--- config.mk ---
export PLATFORM = sky130hd
export DESIGN_NAME = alu_req_arbiter_flat
export DESIGN_NICKNAME = d
export VERILOG_FILES = /design/src/rtl/alu_req_arbiter_if.sv /design/src/rtl/alu_req_arbiter.sv /design/src/flat_wrapper.sv
export SDC_FILE = /design/constraint.sdc
export NUM_CORES = 1
export LEC_CHECK = 0
export ABC_AREA = 0
export CAP_MARGIN = 40
export CORE_ASPECT_RATIO = 0.75
export CORE_MARGIN = 2
export CORE_UTILIZATION = 42
export DETAILED_ROUTE_END_ITERATION = 10
export PLACE_DENSITY = 0.86
export SLEW_MARGIN = 10
export SYNTH_ARGS = -nofsm -noshare
export SYNTH_HDL_FRONTEND = slang
export SYNTH_SLANG_ARGS = --single-unit
--- constraint.sdc ---
create_clock -name Clk -period 5.7 [get_ports Clk]
set_input_delay 1.14 -clock Clk [delete_from_list [all_inputs] [get_ports Clk]]
set_output_delay 1.14 -clock Clk [all_outputs]
set_load 0.05 [all_outputs]
--- src/rtl/alu_req_arbiter_if.sv ---
// Bundles the two requester handshakes and the ALU operand/result path of alu_req_arbiter.
// Optional statistics outputs appear only when ALU_ARB_STATS_EN is defined.
interface alu_req_arbiter_if;
  logic        Req0;
  logic [2:0]  Op0;
  logic [31:0] A0;
  logic [31:0] B0;
  logic        Gnt0;
  logic        Done0;

  logic        Req1;
  logic [2:0]  Op1;
  logic [31:0] A1;
  logic [31:0] B1;
  logic        Gnt1;
  logic        Done1;

  logic [31:0] Rsp_Result;
  logic        Rsp_C;
  logic        Rsp_Err;

  logic [31:0] Alu_A;
  logic [31:0] Alu_B;
  logic [2:0]  Alu_Op;
  logic [31:0] Alu_Result;
  logic        Alu_C;
  logic        Alu_We;

`ifdef ALU_ARB_STATS_EN
  logic [15:0] Stat_Ops;
  logic [7:0]  Stat_Timeouts;
`endif

  // The arbiter is the slave; the environment (requesters plus ALU) is the master.
  modport slave (
    input  Req0, Op0, A0, B0, Req1, Op1, A1, B1,
    input  Alu_Result, Alu_C, Alu_We,
    output Gnt0, Done0, Gnt1, Done1,
    output Rsp_Result, Rsp_C, Rsp_Err,
`ifdef ALU_ARB_STATS_EN
    output Stat_Ops, Stat_Timeouts,
`endif
    output Alu_A, Alu_B, Alu_Op
  );

  modport master (
    output Req0, Op0, A0, B0, Req1, Op1, A1, B1,
    output Alu_Result, Alu_C, Alu_We,
    input  Gnt0, Done0, Gnt1, Done1,
    input  Rsp_Result, Rsp_C, Rsp_Err,
`ifdef ALU_ARB_STATS_EN
    input  Stat_Ops, Stat_Timeouts,
`endif
    input  Alu_A, Alu_B, Alu_Op
  );
endinterface

--- src/rtl/alu_req_arbiter.sv ---
// Two-requester round-robin arbiter/sequencer owning the shared ALU's A/B/ALUOp inputs.
// Define ALU_ARB_STATS_EN to add saturating completion/timeout counters.
module alu_req_arbiter #(
  parameter int unsigned TIMEOUT = 255
) (
  input logic              Clk,
  input logic              Reset,
  alu_req_arbiter_if.slave bus
);

  typedef enum logic [1:0] {
    S_IDLE = 2'd0,
    S_EXEC = 2'd1,
    S_RESP = 2'd2
  } state_e;

  localparam logic [15:0] TimeoutLast = 16'(TIMEOUT - 1);

  state_e      state_q, state_d;
  logic        last_q,   last_d;
  logic [15:0] cnt_q,    cnt_d;
  logic [31:0] a_q,      a_d;
  logic [31:0] b_q,      b_d;
  logic [2:0]  op_q,     op_d;
  logic [31:0] result_q, result_d;
  logic        c_q,      c_d;
  logic        err_q,    err_d;

  logic any_req;
  logic win;
  logic complete;
  logic abort;

  assign any_req = bus.Req0 | bus.Req1;
  // On a tie the requester that was not served last wins; otherwise the sole requester.
  assign win      = (bus.Req0 && bus.Req1) ? ~last_q : bus.Req1;
  assign complete = (state_q == S_EXEC) && bus.Alu_We;
  assign abort    = (state_q == S_EXEC) && !bus.Alu_We && (cnt_q == TimeoutLast);

`ifdef ALU_ARB_STATS_EN
  logic [15:0] stat_ops_q, stat_ops_d;
  logic [7:0]  stat_to_q,  stat_to_d;
`endif

  always_ff @(posedge Clk) begin
    // NOTE: state registers use non-blocking assignments so every flop samples pre-edge values.
    if (Reset) begin
      state_q  <= S_IDLE;
      last_q   <= 1'b1;
      cnt_q    <= '0;
      a_q      <= '0;
      b_q      <= '0;
      op_q     <= 3'b000;
      result_q <= '0;
      c_q      <= 1'b0;
      err_q    <= 1'b0;
`ifdef ALU_ARB_STATS_EN
      stat_ops_q <= '0;
      stat_to_q  <= '0;
`endif
    end else begin
      state_q  <= state_d;
      last_q   <= last_d;
      cnt_q    <= cnt_d;
      a_q      <= a_d;
      b_q      <= b_d;
      op_q     <= op_d;
      result_q <= result_d;
      c_q      <= c_d;
      err_q    <= err_d;
`ifdef ALU_ARB_STATS_EN
      stat_ops_q <= stat_ops_d;
      stat_to_q  <= stat_to_d;
`endif
    end
  end

  always_comb begin
    // NOTE: every variable gets a hold default first, so no path can infer a latch.
    state_d  = state_q;
    last_d   = last_q;
    cnt_d    = cnt_q;
    a_d      = a_q;
    b_d      = b_q;
    op_d     = op_q;
    result_d = result_q;
    c_d      = c_q;
    err_d    = err_q;
    case (state_q)
      S_IDLE: begin
        if (any_req) begin
          last_d  = win;
          cnt_d   = '0;
          a_d     = win ? bus.A1  : bus.A0;
          b_d     = win ? bus.B1  : bus.B0;
          op_d    = win ? bus.Op1 : bus.Op0;
          state_d = S_EXEC;
        end
      end
      S_EXEC: begin
        // A valid result takes priority over a timeout expiring in the same cycle.
        if (complete) begin
          result_d = bus.Alu_Result;
          c_d      = bus.Alu_C;
          err_d    = 1'b0;
          state_d  = S_RESP;
        end else if (abort) begin
          result_d = '0;
          c_d      = 1'b0;
          err_d    = 1'b1;
          state_d  = S_RESP;
        end else begin
          cnt_d = cnt_q + 16'd1;
        end
      end
      S_RESP:  state_d = S_IDLE;
      default: state_d = S_IDLE;
    endcase
  end

`ifdef ALU_ARB_STATS_EN
  always_comb begin
    stat_ops_d = stat_ops_q;
    stat_to_d  = stat_to_q;
    if (complete && (stat_ops_q != '1)) stat_ops_d = stat_ops_q + 16'd1;
    if (abort    && (stat_to_q  != '1)) stat_to_d  = stat_to_q + 8'd1;
  end

  assign bus.Stat_Ops      = stat_ops_q;
  assign bus.Stat_Timeouts = stat_to_q;
`endif

  // The counter is zero only in the first EXEC cycle, which is the grant cycle.
  always_comb begin
    bus.Gnt0       = (state_q == S_EXEC) && (cnt_q == '0) && !last_q;
    bus.Gnt1       = (state_q == S_EXEC) && (cnt_q == '0) &&  last_q;
    bus.Done0      = (state_q == S_RESP) && !last_q;
    bus.Done1      = (state_q == S_RESP) &&  last_q;
    bus.Alu_Op     = (state_q == S_EXEC) ? op_q : 3'b000;
    bus.Alu_A      = a_q;
    bus.Alu_B      = b_q;
    bus.Rsp_Result = result_q;
    bus.Rsp_C      = c_q;
    bus.Rsp_Err    = err_q;
  end

endmodule

--- src/flat_wrapper.sv ---
// flat-port wrapper written by rule: the top's interface ports become plain ports
module alu_req_arbiter_flat 
#(
  parameter int unsigned TIMEOUT = 255
)
  (Clk, Reset, bus_Req0, bus_Op0, bus_A0, bus_B0, bus_Req1, bus_Op1, bus_A1, bus_B1, bus_Alu_Result, bus_Alu_C, bus_Alu_We, bus_Gnt0, bus_Done0, bus_Gnt1, bus_Done1, bus_Rsp_Result, bus_Rsp_C, bus_Rsp_Err, bus_Alu_A, bus_Alu_B, bus_Alu_Op);
  alu_req_arbiter_if bus_i ();
  input logic Clk;
  input logic Reset;
  input wire logic [$bits(bus_i.Req0)-1:0] bus_Req0;
  input wire logic [$bits(bus_i.Op0)-1:0] bus_Op0;
  input wire logic [$bits(bus_i.A0)-1:0] bus_A0;
  input wire logic [$bits(bus_i.B0)-1:0] bus_B0;
  input wire logic [$bits(bus_i.Req1)-1:0] bus_Req1;
  input wire logic [$bits(bus_i.Op1)-1:0] bus_Op1;
  input wire logic [$bits(bus_i.A1)-1:0] bus_A1;
  input wire logic [$bits(bus_i.B1)-1:0] bus_B1;
  input wire logic [$bits(bus_i.Alu_Result)-1:0] bus_Alu_Result;
  input wire logic [$bits(bus_i.Alu_C)-1:0] bus_Alu_C;
  input wire logic [$bits(bus_i.Alu_We)-1:0] bus_Alu_We;
  output wire logic [$bits(bus_i.Gnt0)-1:0] bus_Gnt0;
  output wire logic [$bits(bus_i.Done0)-1:0] bus_Done0;
  output wire logic [$bits(bus_i.Gnt1)-1:0] bus_Gnt1;
  output wire logic [$bits(bus_i.Done1)-1:0] bus_Done1;
  output wire logic [$bits(bus_i.Rsp_Result)-1:0] bus_Rsp_Result;
  output wire logic [$bits(bus_i.Rsp_C)-1:0] bus_Rsp_C;
  output wire logic [$bits(bus_i.Rsp_Err)-1:0] bus_Rsp_Err;
  output wire logic [$bits(bus_i.Alu_A)-1:0] bus_Alu_A;
  output wire logic [$bits(bus_i.Alu_B)-1:0] bus_Alu_B;
  output wire logic [$bits(bus_i.Alu_Op)-1:0] bus_Alu_Op;
  assign bus_i.Req0 = bus_Req0;
  assign bus_i.Op0 = bus_Op0;
  assign bus_i.A0 = bus_A0;
  assign bus_i.B0 = bus_B0;
  assign bus_i.Req1 = bus_Req1;
  assign bus_i.Op1 = bus_Op1;
  assign bus_i.A1 = bus_A1;
  assign bus_i.B1 = bus_B1;
  assign bus_i.Alu_Result = bus_Alu_Result;
  assign bus_i.Alu_C = bus_Alu_C;
  assign bus_i.Alu_We = bus_Alu_We;
  assign bus_Gnt0 = bus_i.Gnt0;
  assign bus_Done0 = bus_i.Done0;
  assign bus_Gnt1 = bus_i.Gnt1;
  assign bus_Done1 = bus_i.Done1;
  assign bus_Rsp_Result = bus_i.Rsp_Result;
  assign bus_Rsp_C = bus_i.Rsp_C;
  assign bus_Rsp_Err = bus_i.Rsp_Err;
  assign bus_Alu_A = bus_i.Alu_A;
  assign bus_Alu_B = bus_i.Alu_B;
  assign bus_Alu_Op = bus_i.Alu_Op;
  alu_req_arbiter #(.TIMEOUT(TIMEOUT)) u_core (.Clk(Clk), .Reset(Reset), .bus(bus_i));
endmodule
# Word-level counts from Yosys, hierarchy flattened
# Cells that the tools add are included.
totals:
  elab_cells: 57
  register_bits: 120
  inputBits: 172
  output_inout_bits: 105
op_classes:
  n_eq_ne: 7
  reduce_logical: 19
  bitwise_logic: 2
  muxes: 19
  addsub: 1
ops:
  columns: ["cell", "n"]
  rows:
  - ["$mux W32", 4]
  - ["$mux W16", 3]
  - ["$pmux W16 S2", 1]
  - ["$add A16 B1 Y16 const B", 1]
  - ["$eq A16 B8 Y1 const B", 1]
  - ["$logic_not A16 Y1", 1]
  - ["$logic_and A1 B1 Y1", 9]
  - ["$mux W2", 3]
  - ["$mux W3", 2]
  - ["$reduce_and A2 Y1", 3]
  - ["$mux W1", 5]
  - ["$ne A2 B2 Y1 const B", 2]
  - ["$pmux W2 S2", 1]
  - ["$reduce_and A4 Y1", 1]
  - ["$reduce_bool A2 Y1", 2]
  - ["$ne A3 B1 Y1 const B", 1]
  - ["$eq A2 B1 Y1 const B", 1]
  - ["$eq A2 B2 Y1 const B", 1]
  - ["$logic_not A1 Y1", 2]
  - ["$logic_not A2 Y1", 1]
  - ["$ne A2 B1 Y1 const B", 1]
  - ["$not A1 Y1", 1]
  - ["$or A1 B1 Y1", 1]

# Logic depth before layout (Yosys ltp)
# Gate-level depths: netlist (run 1).
depth:
  ltp_word: 6
  depth_mapped: 8
  depth_no_buf: 6

# Worst setup path after synthesis (run 1)
# OpenSTA, ideal clock, no wires.
synth_path:
  path_kind: "register to output"
  start: "register u_core.cnt_q[0]"
  end: "output port bus_Gnt0"
  path_buffers: 0
  t_required_ns: 4.560
  stages_incl_launch_ff: 7
  t_arrival_ns: 2.123
  path_slack_ns: 2.437
  path_cell_list: "dfxtp_1 > inv_1 > ha_1 > or4b_2 > nor3_1 > and3_1 > nor2b_1"
synth_between:
  elab_chain_cells: 3
synth_rtl:
  columns: ["element", "line", "text"]
  rows:
  - ["start, declared", "alu_req_arbiter.sv:21", "logic [15:0] cnt_q, cnt_d;"]
  - ["start signal, assigned", "alu_req_arbiter.sv:64", "cnt_q <= cnt_d;"]
  - ["$logic_not A16 Y1", "alu_req_arbiter.sv:135", "bus.Gnt0 = (state_q == S_EXEC) && (cnt_q == '0) && !last_q;"]
  - ["$logic_and A1 B1 Y1 (2 in series)", "alu_req_arbiter.sv:135", null]
  - ["end, declared", "flat_wrapper.sv:21", "output wire logic [$bits(bus_i.Gnt0)-1:0] bus_Gnt0;"]
# Every way passes these cells.

# Worst setup path after layout (run 1)
# Same ends and word-level chain as after synthesis.

==> results.json, run 1 <==
{
  "synth_flop_cell": "dfxtp_1",
  "synthCells": 524,
  "post_cts_buffers": 0,
  "clk_pin_slew_ps": 50,
  "holdWs_ps": 474,
  "grtUsageMet3": 0.0566,
  "use_met1": 0.284,
  "vias": 5173,
  "cts-htree-levels": 4,
  "setup_violations": 0,
  "clock.fmax_mhz": 248,
  "reg2regPathDepth": 5,
  "tritoncts": "built",
  "holdCritPathClass": "flop to flop",
  "holdPathStages": 1,
  "synth.distinct_cells": 48,
  "antenna_found_initial": 0,
  "areaGrowthSynthToFinish_pct": 66.6,
  "gr-max-usage-layer": "met2",
  "layout-drive-gt1-share": 0.0680,
  "ios": 277,
  "ctsHoldBuffers": 0,
  "dpl.hpwl_um": 12100,
  "syn_area_per_cell_um2": 9.85,
  "synth.area.top_cells": "dfxtp_1 (47%), mux2i_1 (13%), a211oi_1 (9.9%), a22o_1 (5.6%), nor2_1 (5.4%)",
  "rr_startpoint": "u_core.state_q[1]",
  "die_h_um": 100,
  "synth_edf_count": 0,
  "portBuffers": 276,
  "cts_max_path_buffers": 2,
  "die_area_um2": 13200,
  "power_density_nw_per_um2": 310,
  "finClkSkew_ps": 8.63,
  "drt_first_pass_iters": 5,
  "grt_pass1_vias": 5131,
  "cp_data_arrival_time_ps": 2890,
  "n_antenna_cell": 0,
  "drc": 0,
  "root_buffer": "clkbuf_16",
  "hp-start": "u_core.bus.Rsp_Result[17]",
  "clk-insertion-delay-late_ps": 400,
  "num-fill-cells": 886,
  "wl_um": 16400,
  "slew_headroom": 0.387,
  "coreArea_um2": 12100,
  "cts_sinks": 120,
  "ctsResizeCount": 0,
  "yosys.area.top_type_share": 0.465,
  "worst_pin_slew_ps": 920,
  "cap_violations": 0,
  "end_kind": "primary output",
  "grt_usage": 0.243,
  "syn-num-nets": 699,
  "worstSetupStartpoint": "u_core.cnt_q[0]",
  "regArea_um2": 2400,
  "syn_area_um2": 5160,
  "avgViaCountPerCell": 5.39,
  "dpl_cell_area_um2": 8050,
  "grt_use_met2": 0.434,
  "grt_first_pass_wirelength_um": 25800,
  "drtIter0Drc": 267,
  "yosysSeqAreaShare": 0.465,
  "critPathMaxFanout": 5,
  "multiInputGateArea_um2": 2540,
  "finalSetupTns_ps": 0,
  "die_x_um": 132,
  "grt_overflow": 0,
  "p_leak_uw": 0.00322,
  "gp_congestion": 0.893,
  "nets": 956,
  "ys_warn_count": 0,
  "ant_nets": 0,
  "status": "finished, final reports clean",
  "worstSetupPathType": "flop to primary output",
  "async_flop_share": 0,
  "required_ps": 4560,
  "initial_core_util": 0.426,
  "peakVddDrop_uv": 243,
  "rsz0062_at_grt": "false",
  "synth_area_leader_cell": "dfxtp_1",
  "fin_area_um2": 8600,
  "period_needed_ps": 4030,
  "finalMaxSlewViolations": 0,
  "rows": 35,
  "hold_viol": 0,
  "wl_per_cell_um": 17.0,
  "ys_ff_latch": 120,
  "cts_buffers": 17,
  "grt_start_max_net_pins": 89,
  "startpoint_type": "flop",
  "finalCritPeriodShare": 0.706
}
worst paths after layout:
check / endpoint / slack, ps
max: bus_Gnt0 / 1670
min: u_core.bus.Rsp_Result[17] / 470
max reg2reg: u_core.bus.Alu_B[30] / 3390
min reg2reg: u_core.bus.Rsp_Result[17] / 470
flip-flops by register name (all words and copies together), names as in the netlist:
signal	cells
u_core.bus.Rsp_Result	32
u_core.bus.Rsp_Err	1
u_core.state_q	2
u_core.op_q	3
u_core.cnt_q	16
u_core.last_q	1
u_core.bus.Alu_B	32
u_core.bus.Alu_A	32
u_core.bus.Rsp_C	1
logic make-up (layout without fill, tap and decap cells):
group / count (synthesis) / count (layout) / synth area share
flops: 120 / 120 / 0.465
mux: 67 / 67 / 0.130
simple gates: 149 / 149 / 0.146
fa+ha+maj: 3 / 3 / 0.00727
buf+inv: 55 / 325 / 0.0485
compound gates: 130 / 130 / 0.203
power by group:
| group | total [uW] | leakage (uW) | internal (uW) | switching [uW] |
|---|---|---|---|---|
| clock network | 988 | 0.000259 | 600 | 388 |
| registers | 950 | 0.000988 | 910 | 39.8 |
| logic | 732 | 0.00197 | 301 | 431 |
cell usage after synthesis (2+ instances only):
master    count
a211oi_1     68
a21oi_1       6
a22o_1       33
a311o_1       3
a31oi_1       2
and2_1        6
and3_1        3
and4_1        8
buf_1        10
buf_2         8
buf_6         4
clkbuf_1     24
dfxtp_1     120
ha_1          3
inv_1         8
mux2i_1      67
nand2_1       7
nand3_1      16
nand4_1      11
nor2_1       74
nor2b_1       3
nor3_1        3
nor3b_1       2
nor4_1        3
o211ai_1      3
o41ai_2       2
or4_1         5
or4_4         2
per-stage QoR:
stage / setup slack [ps] / total power, uW / std cells / utilization
CTS: 1670 / 2690 / 960 / 0.709
finish: 1670 / 2670 / 960 / 0.709
detailed placement: 2110 / 1700 / 928 / 0.663
floorplan: 2440 / 1390 / 524 / -
global route: 1520 / 2770 / 960 / 0.709
global placement: 2130 / 1680 / 925 / 0.659
worst max-delay path, cell delays in order, from the launching register on:
cell and delay [ps]:
dfxtp_1 340, inv_1 130, ha_1 170, or4b_2 570, nor3_1 130, and3_1 190
nor2b_1 140, clkdlybuf4s50_1 810
cell type report:
cell class,count,area share
Tap cell,166,0.0241
Sequential cell,120,0.279
Inverter,8,0.00349
Timing Repair Buffer,285,0.333
Clock buffer,18,0.0499
Multi-Input combinational cell,349,0.296
Clock inverter,14,0.0147
cell usage in the layout, fill, tap and decap left out, types with 5 or more instances in the layout:
| cell type | n |
|---|---|
| or4_1 | 5 |
| nand2_1 | 7 |
| a21oi_1 | 6 |
| a211oi_1 | 68 |
| nand4_1 | 11 |
| nand3_1 | 16 |
| clkdlybuf4s50_1 | 275 |
| mux2i_1 | 67 |
| clkinvlp_4 | 5 |
| a22o_1 | 33 |
| buf_4 | 5 |
| and2_1 | 6 |
| inv_1 | 8 |
| clkbuf_16 | 17 |
| nor2_1 | 73 |
| dfxtp_1 | 120 |
| and4_1 | 8 |
layer usage:
layer  vias to the layer above  share of wire
met4                         0          0.024
li1                       2490              -
met5                         -              0
met2                       227           0.51
met3                        31          0.068
met1                      2425           0.40
No activity file was read; power rests on OpenSTA's default activity.
==> run 2: changes to the inputs <==
--- a/config.mk
+++ b/config.mk
@@ -9,9 +9,9 @@
 export CAP_MARGIN = 40
 export CORE_ASPECT_RATIO = 0.75
 export CORE_MARGIN = 2
-export CORE_UTILIZATION = 42
+export CORE_UTILIZATION = 36
 export DETAILED_ROUTE_END_ITERATION = 10
-export PLACE_DENSITY = 0.86
+export PLACE_DENSITY = 0.79
 export SLEW_MARGIN = 10
 export SYNTH_ARGS = -nofsm -noshare
 export SYNTH_HDL_FRONTEND = slang
==> constraint.sdc (replaced) <==
create_clock -name Clk -period 3.7 [get_ports Clk]
set_input_delay 0.74 -clock Clk [delete_from_list [all_inputs] [get_ports Clk]]
set_output_delay 0.74 -clock Clk [all_outputs]
set_load 0.05 [all_outputs]
==> results.json, run 2 (synthesis gave the netlist of run 1 again) <==
{
  "status": "finished, final reports clean",
  "fin_area_um2": 8670,
  "initial_core_util": 0.373,
  "r2r_end": "u_core.cnt_q[9]",
  "cts_sinks": 120,
  "fin_cells": 971,
  "worst_pin_slew_ps": 949,
  "grt_first_pass_wirelength_um": 25400,
  "finalMaxSlewViolations": 0,
  "dpl_cell_area_um2": 8060,
  "peakVddDrop_uv": 266,
  "num-fill-cells": 1112,
  "dpl.cell_count": 939,
  "clk_pin_slew_ps": 60,
  "tritoncts": "built",
  "wl_met3_um": 1220,
  "die_area_um2": 15300,
  "gp_congestion": 0.895,
  "wl_um": 16300,
  "vias": 5112,
  "rsz0062_at_grt": "false",
  "ant_nets": 0,
  "drt_first_pass_iters": 4,
  "finalSetupTns_ps": 0,
  "die_x_um": 142,
  "areaGrowthSynthToFinish_pct": 68.0,
  "cts_max_path_buffers": 2,
  "avgViaCountPerCell": 5.26,
  "dpl.hpwl_um": 12200,
  "critPathMaxFanout": 5,
  "final_common_cell": "clkdlybuf4s50_1",
  "power_density_nw_per_um2": 495,
  "mostFrequentLayoutCells": "clkdlybuf4s50_1 (274), dfxtp_1 (120), nor2_1 (73), a211oi_1 (68), mux2i_1 (67)",
  "root_buffer": "clkbuf_16",
  "multiInputGateArea_um2": 2530,
  "wl_met2_um": 8350,
  "wl_met1_um": 6550,
  "grt_usage": 0.208,
  "grt_overflow": 0,
  "wl_per_cell_um": 16.8,
  "n_antenna_cell": 0,
  "fin_total_pwr_uw": 4300,
  "rrSetupSlack_ps": 1190,
  "portBuffers": 276,
  "nets": 958,
  "hold_viol": 0,
  "layout-drive-gt1-share": 0.0716,
  "holdPathStages": 1,
  "antenna_found_initial": 0,
  "cts-htree-levels": 4,
  "hp-start": "u_core.bus.Rsp_Result[14]",
  "slew_headroom": 0.368,
  "ctsHoldBuffers": 0,
  "coreArea_um2": 13800,
  "required_ps": 2960,
  "finalCritPeriodShare": 0.969,
  "holdCritPathClass": "flop to flop",
  "post_cts_buffers": 0,
  "worstSetupPathType": "flop to primary output",
  "cts_buffers": 17,
  "p_leak_uw": 0.00328,
  "grt_start_max_net_pins": 87,
  "reg2regPathDepth": 5,
  "cp_data_arrival_time_ps": 2850,
  "startpoint_type": "flop",
  "ios": 277,
  "clk-insertion-delay-late_ps": 400,
  "period_needed_ps": 3590,
  "finClkSkew_ps": 16.1,
  "routed.top_layer": "met4",
  "whs_endpoint": "u_core.bus.Rsp_Result[14]",
  "rows": 37,
  "end_kind": "primary output",
  "setup_violations": 0,
  "clock.fmax_mhz": 279,
  "drc": 0,
  "cap_violations": 0,
  "final_util": 0.627,
  "drtIter0Drc": 309,
  "grt_pass1_vias": 5098,
  "die_h_um": 108,
  "rr_startpoint": "u_core.cnt_q[12]",
  "regArea_um2": 2400
}
run 2: cell count changes in the layout (fill, tap and decap cells not counted):
cell and delta:
clkdlybuf4s50_1 -1, bufinv_16 +2, buf_6 -1, o41ai_4 -1, o41ai_2 +1, buf_4 +3, clkinvlp_4 -3, clkbuf_1 -1
clkinv_2 -2, inv_6 +4, dlymetal6s2s_1 +1
run 2: cell type report:
type / count / share of cell area
repair buffers: 287 / 0.332
multi-input cells: 349 / 0.292
flip-flops and latches: 120 / 0.277
clock buffers: 17 / 0.0490
well taps: 175 / 0.0252
clock inverters: 15 / 0.0218
inverters: 8 / 0.00346
run 2: power by group:
part	internal [uW]	switching, uW	leakage, uW	total (uW)
Combinational	465	658	0.00199	1120
Sequential	1400	60.8	0.000988	1460
Clock	1070	636	0.000296	1710
run 2: worst max path at each step:
stage | endpoint | slack (ps) | from
5_1_grt | bus_Gnt1 | 3 | u_core.cnt_q[0]
4_1_cts | bus_Gnt0 | 70 | u_core.cnt_q[0]
2_1_floorplan | bus_Gnt0 | 840 | u_core.cnt_q[0]
3_3_place_gp | bus_Gnt0 | 520 | u_core.cnt_q[0]
6_report | bus_Gnt1 | 110 | u_core.cnt_q[0]
3_5_place_dp | bus_Gnt0 | 520 | u_core.cnt_q[0]
run 2: critical path, stage by stage (launching register included):
cell	delay [ps]
dfxtp_1	340
inv_1	130
ha_1	160
or4b_2	570
nor3_1	130
and3_1	200
and2_1	130
clkdlybuf4s50_1	800
run 2: layer usage:
layer | track usage | vias to the layer above
li1 | - | 2497
met1 | 0.240 | 2376
met2 | 0.374 | 219
met3 | 0.0627 | 20
met4 | 0.0587 | 0
met5 | 0 | -
run 2: repair_timing:
action | CTS | global route
gates resized for setup | 0 | 1
endpoints found under the hold margin | 0 | 0
setup endpoints to repair | 0 | 1
run 2: stage by stage:
stage | hold slack, ps | setup slack, ps
finish | 476 | 113
global route | 495 | 2.97
CTS | 485 | 71.3
detailed placement | 464 | 515
global placement | 460 | 515
floorplan | 474 | 837
==> run 3: changes to the inputs <==
--- a/config.mk
+++ b/config.mk
@@ -8,7 +8,6 @@
 export ABC_AREA = 0
 export CAP_MARGIN = 40
 export CORE_ASPECT_RATIO = 0.75
-export CORE_MARGIN = 2
 export CORE_UTILIZATION = 36
 export DETAILED_ROUTE_END_ITERATION = 10
 export PLACE_DENSITY = 0.79
==> results.json, run 3 (synthesis gave the netlist of run 1 again) <==
{
  "switching_share": 0.300,
  "setup_violations": 0,
  "cts_sinks": 120,
  "die_h_um": 106,
  "die_x_um": 140,
  "areaGrowthSynthToFinish_pct": 68.7,
  "power_frac_seq": 0.333,
  "drtIter0Drc": 249,
  "r2r_end": "u_core.bus.Rsp_Result[30]",
  "end_kind": "primary output",
  "status": "finished, final reports clean",
  "worstSetupPathType": "flop to primary output",
  "p_comb_frac": 0.256,
  "cpPeakStageDelay_ps": 580,
  "finalMaxSlewViolations": 0,
  "grt_first_pass_wirelength_um": 24600,
  "critPathMaxFanout": 5,
  "drc": 0,
  "grt_start_max_net_pins": 79,
  "grt_pass1_vias": 5017,
  "vias": 5073,
  "worst_pin_slew_ps": 785,
  "avgViaCountPerCell": 5.22,
  "ctsHoldBuffers": 0,
  "dpl.hpwl_um": 11600,
  "tritoncts": "built",
  "finalCritPeriodShare": 0.870,
  "startpoint_type": "flop",
  "slew_headroom": 0.476,
  "cts_max_path_buffers": 2,
  "cts-htree-levels": 4,
  "path_buf_inv": 2,
  "n_antenna_cell": 0,
  "hold_viol": 0,
  "finalSetupTns_ps": 0,
  "wl_per_cell_um": 16.0,
  "ant_nets": 0,
  "clock.fmax_mhz": 310,
  "cp_data_arrival_time_ps": 2480,
  "required_ps": 2960,
  "cts_buffers": 17,
  "holdWs_ps": 477,
  "antenna_found_initial": 0,
  "critPathTopFamily": "simple AND/OR/NAND/NOR gates",
  "power_density_nw_per_um2": 504,
  "initial_core_util": 0.373,
  "layout-drive-gt1-share": 0.0691,
  "intPower_uw": 3070,
  "peakVddDrop_uv": 297,
  "post_cts_buffers": 0,
  "portBuffers": 276,
  "mostFrequentLayoutCells": "clkdlybuf4s50_1 (273), dfxtp_1 (120), nor2_1 (73), a211oi_1 (68), mux2i_1 (67)",
  "grt_usage": 0.210,
  "rr_startpoint": "u_core.state_q[0]",
  "p_leak_uw": 0.00331,
  "grt_overflow": 0,
  "rows": 37,
  "final_common_cell": "clkdlybuf4s50_1",
  "holdCritPathClass": "flop to flop",
  "rrSetupSlack_ps": 1480,
  "cap_violations": 0,
  "nets": 958,
  "p_sw_uw": 1320,
  "gp_congestion": 0.921,
  "crit_cells": 7,
  "coreArea_um2": 13800,
  "clk-insertion-delay-late_ps": 400,
  "root_buffer": "clkbuf_16",
  "die_area_um2": 14800,
  "clkPwrFrac": 0.411,
  "clk_pin_slew_ps": 50,
  "worstPathCellList": "inv_1 -> ha_1 -> or4b_2 -> nor3_1 -> and3_1 -> nor2b_1 -> dlymetal6s2s_1",
  "finClkSkew_ps": 12.2,
  "rsz0062_at_grt": "false",
  "reg2regPathDepth": 6,
  "wl_um": 15500,
  "worstSetupStartpoint": "u_core.cnt_q[0]",
  "crit_path_end": "bus_Gnt0",
  "ios": 277,
  "crit_slowest_cell": "or4b_2",
  "drt_first_pass_iters": 5,
  "period_needed_ps": 3220
}
## run 3: cell types whose count changed in the layout (fill, tap and decap cells not counted), sizes merged
cell / previous run / this run
clkdlybuf4s50: 274 / 273
bufinv: 3 / 5
dlymetal6s2s: 1 / 2
inv: 14 / 11
clkinvlp: 2 / 1
clkbuf: 17 / 19
## run 3: how the worst min path moves through the flow
stage	from	endpoint	slack [ps]	cells after the start
4_1_cts	u_core.bus.Rsp_Result[13]	u_core.bus.Rsp_Result[13]	480	1
6_report	u_core.bus.Rsp_Result[23]	u_core.bus.Rsp_Result[23]	480	1
3_3_place_gp	u_core.bus.Rsp_Result[6]	u_core.bus.Rsp_Result[6]	460	1
2_1_floorplan	u_core.op_q[0]	u_core.op_q[0]	470	2
3_5_place_dp	u_core.bus.Rsp_Result[13]	u_core.bus.Rsp_Result[13]	460	1
5_1_grt	u_core.bus.Rsp_Result[19]	u_core.bus.Rsp_Result[19]	490	1
## run 3: layout make-up
type,instances,area (um2)
Fill cell,1089,5130
Timing Repair Buffer,287,2880
Multi-Input combinational cell,349,2530
Sequential cell,120,2400
Clock buffer,19,433
Clock inverter,13,219
Tap cell,175,219
Inverter,8,30.0
## run 3: layer usage
layer  up-vias  routed length (um)  part of all wire  global-route usage
li1       2498                   -                 -                   -
met1      2338                6220              0.40               0.242
met2       219                7860              0.51               0.363
met3        18                1260             0.081              0.0722
met4         0                 200             0.013              0.0722
met5         -                   0                 0                   0
## run 3: through the flow
| step | utilization | cell area, um2 | cells | setup slack [ps] | power [uW] |
|---|---|---|---|---|---|
| floorplan | - | 5160 | 524 | 837 | 2140 |
| global placement | 0.579 | 8010 | 936 | 529 | 2590 |
| detailed placement | 0.582 | 8060 | 939 | 487 | 2610 |
| CTS | 0.629 | 8710 | 971 | 61.0 | 4430 |
| global route | 0.629 | 8710 | 971 | 335 | 4570 |
| finish | 0.629 | 8710 | 971 | 479 | 4390 |
## run 3: timing repair
item	4_1_cts	5_1_grt
gates resized for setup	0	2
hold endpoints to repair	0	0
endpoints found under the setup margin	0	2
## run 3: power groups by stage
stage / sequential [uW] / combinational, uW / clock, uW
after floorplan: 1830 / 316 / 0
after global placement: 1480 / 1110 / 0
after detailed placement: 1490 / 1120 / 0
after CTS: 1460 / 1130 / 1840
after global routing: 1470 / 1180 / 1910
final: 1460 / 1120 / 1810
